**src/rtl/spi_sclk_gen_pkg.sv**
```systemverilog
// spi_sclk_gen_pkg: shared state encoding, SPI mode constants and default widths
// Mode constants are {cpol, cpha}.
package spi_sclk_gen_pkg;
  localparam logic [1:0] ST_IDLE = 2'd0;
  localparam logic [1:0] ST_RUN  = 2'd1;
  localparam logic [1:0] ST_FIN  = 2'd2;
  typedef enum logic [1:0] {IDLE = ST_IDLE, RUN = ST_RUN, FIN = ST_FIN} state_t;
  localparam logic [1:0] MODE0 = 2'b00;
  localparam logic [1:0] MODE1 = 2'b01;
  localparam logic [1:0] MODE2 = 2'b10;
  localparam logic [1:0] MODE3 = 2'b11;
  localparam int DEF_DIV_W = 8;
  localparam int DEF_CNT_W = 8;
endpackage

```
**src/rtl/spi_sclk_div.sv**
```systemverilog
// spi_sclk_div: half-period divider with loadable target, wrap tick and stall hold
// Ports: clk, rstn (async active-low); clk_div_i/clk_div_valid_i load the target;
// en_i runs the counter (cleared when low); hold_i freezes it; tick_o marks a wrap.
module spi_sclk_div import spi_sclk_gen_pkg::*; #(
  parameter int DIV_W = DEF_DIV_W
) (
  input  logic             clk,
  input  logic             rstn,
  input  logic [DIV_W-1:0] clk_div_i,
  input  logic             clk_div_valid_i,
  input  logic             en_i,
  input  logic             hold_i,
  output logic             tick_o
);
  logic [DIV_W-1:0] tgt_q, cnt_q, cnt_d;
  // Equality compare: lowering the target below the count wraps through 2^DIV_W.
  assign tick_o = en_i && !hold_i && cnt_q == tgt_q;
  assign cnt_d  = !en_i ? '0 : hold_i ? cnt_q : tick_o ? '0 : cnt_q + DIV_W'(1);
  always_ff @(posedge clk or negedge rstn)
    if (!rstn) begin
      tgt_q <= '0;
      cnt_q <= '0;
    end else begin
      tgt_q <= clk_div_valid_i ? clk_div_i : tgt_q;
      cnt_q <= cnt_d;
    end
endmodule

```
**src/rtl/spi_sclk_gen.sv**
```systemverilog
// spi_sclk_gen: N-bit SPI serial-clock generator with divider, CPOL/CPHA, strobes and abort
// Ports: clk, rstn (async active-low); clk_div/clk_div_valid program the half-period;
// cpol/cpha/num_bits are latched by start; abort cancels; busy/done handshake;
// sclk plus registered lead/trail/sample/shift strobes.
// Optional: SPI_SCLK_GEN_STALL_EN adds input stall, which holds timing before a lead edge.
module spi_sclk_gen import spi_sclk_gen_pkg::*; #(
  parameter int DIV_W = DEF_DIV_W,
  parameter int CNT_W = DEF_CNT_W
) (
  input  logic             clk,
  input  logic             rstn,
  input  logic [DIV_W-1:0] clk_div,
  input  logic             clk_div_valid,
  input  logic             cpol,
  input  logic             cpha,
  input  logic             start,
  input  logic [CNT_W-1:0] num_bits,
  input  logic             abort,
`ifdef SPI_SCLK_GEN_STALL_EN
  input  logic             stall,
`endif
  output logic             busy,
  output logic             done,
  output logic             sclk,
  output logic             lead,
  output logic             trail,
  output logic             sample,
  output logic             shift
);
  state_t           state_q;
  logic             cpol_q, cpha_q, sclk_q, lead_q, trail_q, sample_q, shift_q;
  logic [CNT_W-1:0] nb_q, nb_e;
  logic [CNT_W:0]   ecnt_q, ecnt_e;
  logic             run, accept, last, en, hold, edg, cpha_e, is_lead, fin_edge;
  assign run    = state_q == RUN;
  assign accept = state_q == IDLE && start && num_bits != '0 && !abort;
  assign last   = run && ecnt_q == {nb_q, 1'b0};
  // The start cycle already counts toward the first half-period, so div=0 edges on acceptance.
  assign en     = accept || (run && !abort && !last);
`ifdef SPI_SCLK_GEN_STALL_EN
  assign hold   = stall && run && !ecnt_q[0];
`else
  assign hold   = 1'b0;
`endif
  // Settings seen by an edge in the acceptance cycle come straight from the inputs.
  assign cpha_e   = accept ? cpha : cpha_q;
  assign nb_e     = accept ? num_bits : nb_q;
  assign ecnt_e   = accept ? '0 : ecnt_q;
  assign is_lead  = !ecnt_e[0];
  assign fin_edge = ecnt_e + (CNT_W+1)'(1) == {nb_e, 1'b0};
  spi_sclk_div #(.DIV_W(DIV_W)) u_div (
    .clk             (clk),
    .rstn            (rstn),
    .clk_div_i       (clk_div),
    .clk_div_valid_i (clk_div_valid),
    .en_i            (en),
    .hold_i          (hold),
    .tick_o          (edg)
  );
  always_ff @(posedge clk or negedge rstn)
    if (!rstn) begin
      state_q  <= IDLE;
      cpol_q   <= 1'b0;
      cpha_q   <= 1'b0;
      nb_q     <= '0;
      ecnt_q   <= '0;
      sclk_q   <= 1'b0;
      lead_q   <= 1'b0;
      trail_q  <= 1'b0;
      sample_q <= 1'b0;
      shift_q  <= 1'b0;
    end else begin
      lead_q   <= edg && is_lead;
      trail_q  <= edg && !is_lead;
      sample_q <= edg && (cpha_e ? !is_lead : is_lead);
      shift_q  <= edg && (cpha_e ? is_lead : !is_lead && !fin_edge);
      ecnt_q   <= edg ? ecnt_e + (CNT_W+1)'(1) : accept ? '0 : ecnt_q;
      case (state_q)
        IDLE: begin
          cpol_q <= cpol;
          sclk_q <= cpol ^ edg;
          if (accept) begin
            state_q <= RUN;
            cpha_q  <= cpha;
            nb_q    <= num_bits;
          end
        end
        RUN: begin
          if (abort) begin
            state_q <= IDLE;
            sclk_q  <= cpol_q;
          end else if (last) state_q <= FIN;
          else if (edg) sclk_q <= !sclk_q;
        end
        default: state_q <= IDLE;
      endcase
    end
  assign busy   = state_q == RUN;
  assign done   = state_q == FIN;
  assign sclk   = sclk_q;
  assign lead   = lead_q;
  assign trail  = trail_q;
  assign sample = sample_q;
  assign shift  = shift_q;
endmodule
```
**config.mk**
```make
export PLATFORM = sky130hd
export DESIGN_NAME = spi_sclk_gen
export DESIGN_NICKNAME = d
export VERILOG_FILES = /design/src/rtl/spi_sclk_gen_pkg.sv /design/src/rtl/spi_sclk_div.sv /design/src/rtl/spi_sclk_gen.sv
export SDC_FILE = /design/constraint.sdc
export NUM_CORES = 1
export LEC_CHECK = 0
export ABC_AREA = 1
export CAP_MARGIN = 20
export CORE_MARGIN = 5
export CORE_UTILIZATION = 56
export DETAILED_ROUTE_END_ITERATION = 6
export MAX_ROUTING_LAYER = met4
export PLACE_DENSITY = 0.79
export SYNTH_ARGS = -nofsm -noshare
export SYNTH_HDL_FRONTEND = slang
export SYNTH_HIERARCHICAL = 1
export SYNTH_SLANG_ARGS = --single-unit
```
**constraint.sdc**
```tcl
create_clock -name clk -period 2.77 [get_ports clk]
set_input_delay 0.554 -clock clk [delete_from_list [all_inputs] [get_ports clk]]
set_output_delay 0.554 -clock clk [all_outputs]
set_load 0.1 [all_outputs]
```
==> results.md <==
* Final critical-path share of the clock period at 87.5%
* Final Hold Vio Count at 0
* Outcome: finished clean
* Data arrival time of the critical path at 2.67 ns
* Setup tns final at 0 ns
* Starting density of the core at 57.7%
* Buffers on Ports at 29
* Post-route antenna net violation count at 0
* Worst-case clock skew at 0.00471 ns
* Final Max Slew Viols at 0
* Share of the yosys chip area belonging to registers at 42.1%
* Summed instance area of the synthesized netlist at 2490 sq um
* Number of maximum-capacitance violations at 0
* Antenna violations before repair at 0
* Cell at the root of the clock tree: clkbuf_8
* TritonCTS buffer count at 5
* Clock network latency to the later pin of the worst-skew pair at 0.30 ns
* Power density normalized to cell area at 527 nW/um^2
* Layout Nets at 404
* Adder-cell share of the synthesized area at 1.00%
* Top cells by instance count after synthesis: nand2_1 (120), inv_1 (45), dfrtp_1 (42)
* Worst-case setup slack after placement at 0.0836 ns
* Top fanout value on the critical path at 10
* Postcts setup bufs at 0
* Number of enable flip-flop cells after synthesis at 0
* Worst reg2reg setup slack at 0.45 ns
* Clock tree sinks at 42
* Worst Max-Slew Pin Slew at 0.896 ns
* Fill cell instance count of the final layout at 370
* Post-layout worst setup margin at 0.345 ns
* Placed insts at 424
* GP Congestion at 0.887
* Number of design rule violations left after detail routing at 0
* Die Outline Area at 5890 sq um
* Post-synthesis share of cell area spent on and, or, nand and nor gates at 33.7%
* Type of origin of the critical path: primary input
* Final standard cell utilization of the core at 68.5%
* Top cells by area, synth: dfrtp_1 (42%), nand2_1 (18%), inv_1 (6.8%), nand3_1 (5.4%), nor2_1 (3.9%)
* Worst max-slew margin expressed relative to the limit at 40.3%
* Quantity of hold-fixing buffers added after cts at 0
* Main flop type after synthesis: dfrtp_1
* Most used standard cell by instance count after synthesis: nand2_1
* Worst R2R Start: ecnt_q[5]
* Post-CTS Resized at 0
* Mux share of post-synthesis cell area at 2.26%
* All-Layer GR Usage at 19.5%
* Routed wirelength normalized by instance count at 12.1 um
* Unrepaired setup endpoints after global routing: no
* Share of async-settable or async-resettable flops after synthesis at 100%
* Worst hold margin at 0.376 ns
* Detailed placement HPWL at 4040 um
* Required time at the worst-slack endpoint at 3.01 ns
* Fraction of synthesized cell area taken by the top area cell type at 42.1%
* Area inside the core boundary at 4320 sq um
* Area Growth Syn to Fin at 18.7%
* Post-synthesis average cell area at 7.34 sq um
* Die span in x at 76.7 um
* Wire length of the first global-routing pass at 9130 um
* Total I/O pin count at 30
* Final min period at 2.43 ns
* Number of global-route vias before repair at 2141
* Total gr overflow at 0
* First-pass iteration count of the detailed router at 4
* Final setup vio count at 0
* Maximum root-to-sink buffer count at 2
* Total Wirelength at 5230 um
* Distinct cell type count of the synthesized netlist at 33
* Ratio of cells with drive above 1 in the final layout at 11.6%
* #FFs+latches synth at 42
* Combinational family with the most area after synthesis: simple AND/OR/NAND/NOR gates
* Die extent in y at 76.7 um
* Number of cell instances on the worst register-to-register path at 13
* Pin count of the biggest net entering global routing at 43
* Crit Path Class: primary input to register
* Xor/xnor share of the synthesized area at 5.62%
* Post-Synthesis Cells at 340
* Endpoint of the worst-slack reg-to-reg timing path: ecnt_q[1]
* Largest vdd supply drop at 0.313 mV
* # rows at 24
* Kind of end point of the critical path: register
* Leak Pwr at 1.55 nW
* Post-synthesis cell type with the largest combined area: dfrtp_1
* Yosys warning total at 6
* Synthesized-area fraction occupied by ao, oa, aoi and oai cells at 6.52%
* Ant diodes at 0
* TritonCTS clock tree: done
* Combined area of the multi-input logic cells at 1240 sq um
* Number of violations reported at the end of detailed-routing iteration 0 at 99
* Sequential cell area at 1050 sq um
* Finished Layout Cells at 432
* Highest attainable clock frequency at 412 MHz
* Via Count at 2199
* Clock Pin Slew Worst Setup and Hold Paths at 0.08 ns
* Via density per instance at 5.09
* Number of H-tree levels at 2
* HP Class: primary input to async pin
## how the worst max path moves through the flow
stage,start,end,slack [ns],depth (start not counted)
finish,abort,ecnt_q[1],0.34,12
global route,abort,ecnt_q[1],0.17,12
CTS,abort,ecnt_q[1],0.39,12
detailed placement,abort,ecnt_q[1],0.08,12
global placement,abort,ecnt_q[1],0.15,12
floorplan,state_q[1],sclk,0.09,11
## power by group
| group | switching [mW] | leakage (nW) | internal, mW |
|---|---|---|---|
| logic | 0.232 | 0.952 | 0.141 |
| clock network | 0.210 | 0.0514 | 0.269 |
| registers | 0.0393 | 0.549 | 0.670 |
| total | 0.481 | 1.55 | 1.08 |
## per-stage QoR
stage / total power, mW / cell area (sq um)
after floorplan: 0.976 / 2500
after global placement: 1.09 / 2850
after detailed placement: 1.09 / 2850
after CTS: 1.58 / 2960
after global routing: 1.65 / 2960
final: 1.56 / 2960
## cell usage in the layout, fill, tap and decap left out, types with 5 or more instances in the layout
cell / n
dfrtp_1: 42
xnor2_1: 11
xor2_1: 5
inv_1: 45
o21ai_0: 16
nor2_2: 5
nand3_1: 27
mux2_2: 5
clkbuf_8: 5
nand2_1: 120
clkdlybuf4s50_1: 21
buf_4: 13
nor2_1: 25
## flip-flops by register name, summed over array words and instances (netlist names), 2 cells and up
signal,cells
state_q,2
u_div/tgt_q,8
u_div/cnt_q,8
nb_q,8
ecnt_q,9
## cell type report
cell class              count  area share (%)
clock buffers               6            2.45
clock inverters             2            1.27
inverters                  49            6.21
multi-input cells         246            41.8
flip-flops and latches     42            35.5
well taps                  52            2.20
repair buffers             35            10.6
## cell families after synthesis
| group | count (synthesis) |
|---|---|
| xor gates and xnor gates | 16 |
| and+or+nand+nor | 194 |
| other | 1 |
| muxes | 5 |
| buffers and inverters | 54 |
| adders and majority gates | 2 |
| DFF | 42 |
| AOI/OAI and AO/OA | 26 |
## metal layers
| metal | share of wire [%] | wire length (um) | GRT usage (%) | up-vias |
|---|---|---|---|---|
| li1 | - | - | - | 1129 |
| met1 | 42 | 2220 | 21.8 | 1012 |
| met2 | 50 | 2630 | 32.7 | 45 |
| met3 | 4.8 | 252 | 4.80 | 13 |
| met4 | 2.5 | 133 | 9.09 | 0 |
| met5 | 0 | 0 | - | - |
## worst max-delay path: stages
cell and delay [ns]:
clkdlybuf4s50_1 0.39, inv_1 0.12, nand2_1 0.08, nor2_2 0.21
o21ai_4 0.15, nand2_1 0.13, inv_1 0.07, nor3_2 0.21
clkinv_1 0.30, o21ai_0 0.28, o21ai_0 0.11, inv_1 0.06
(Power assumes the default switching activity.)
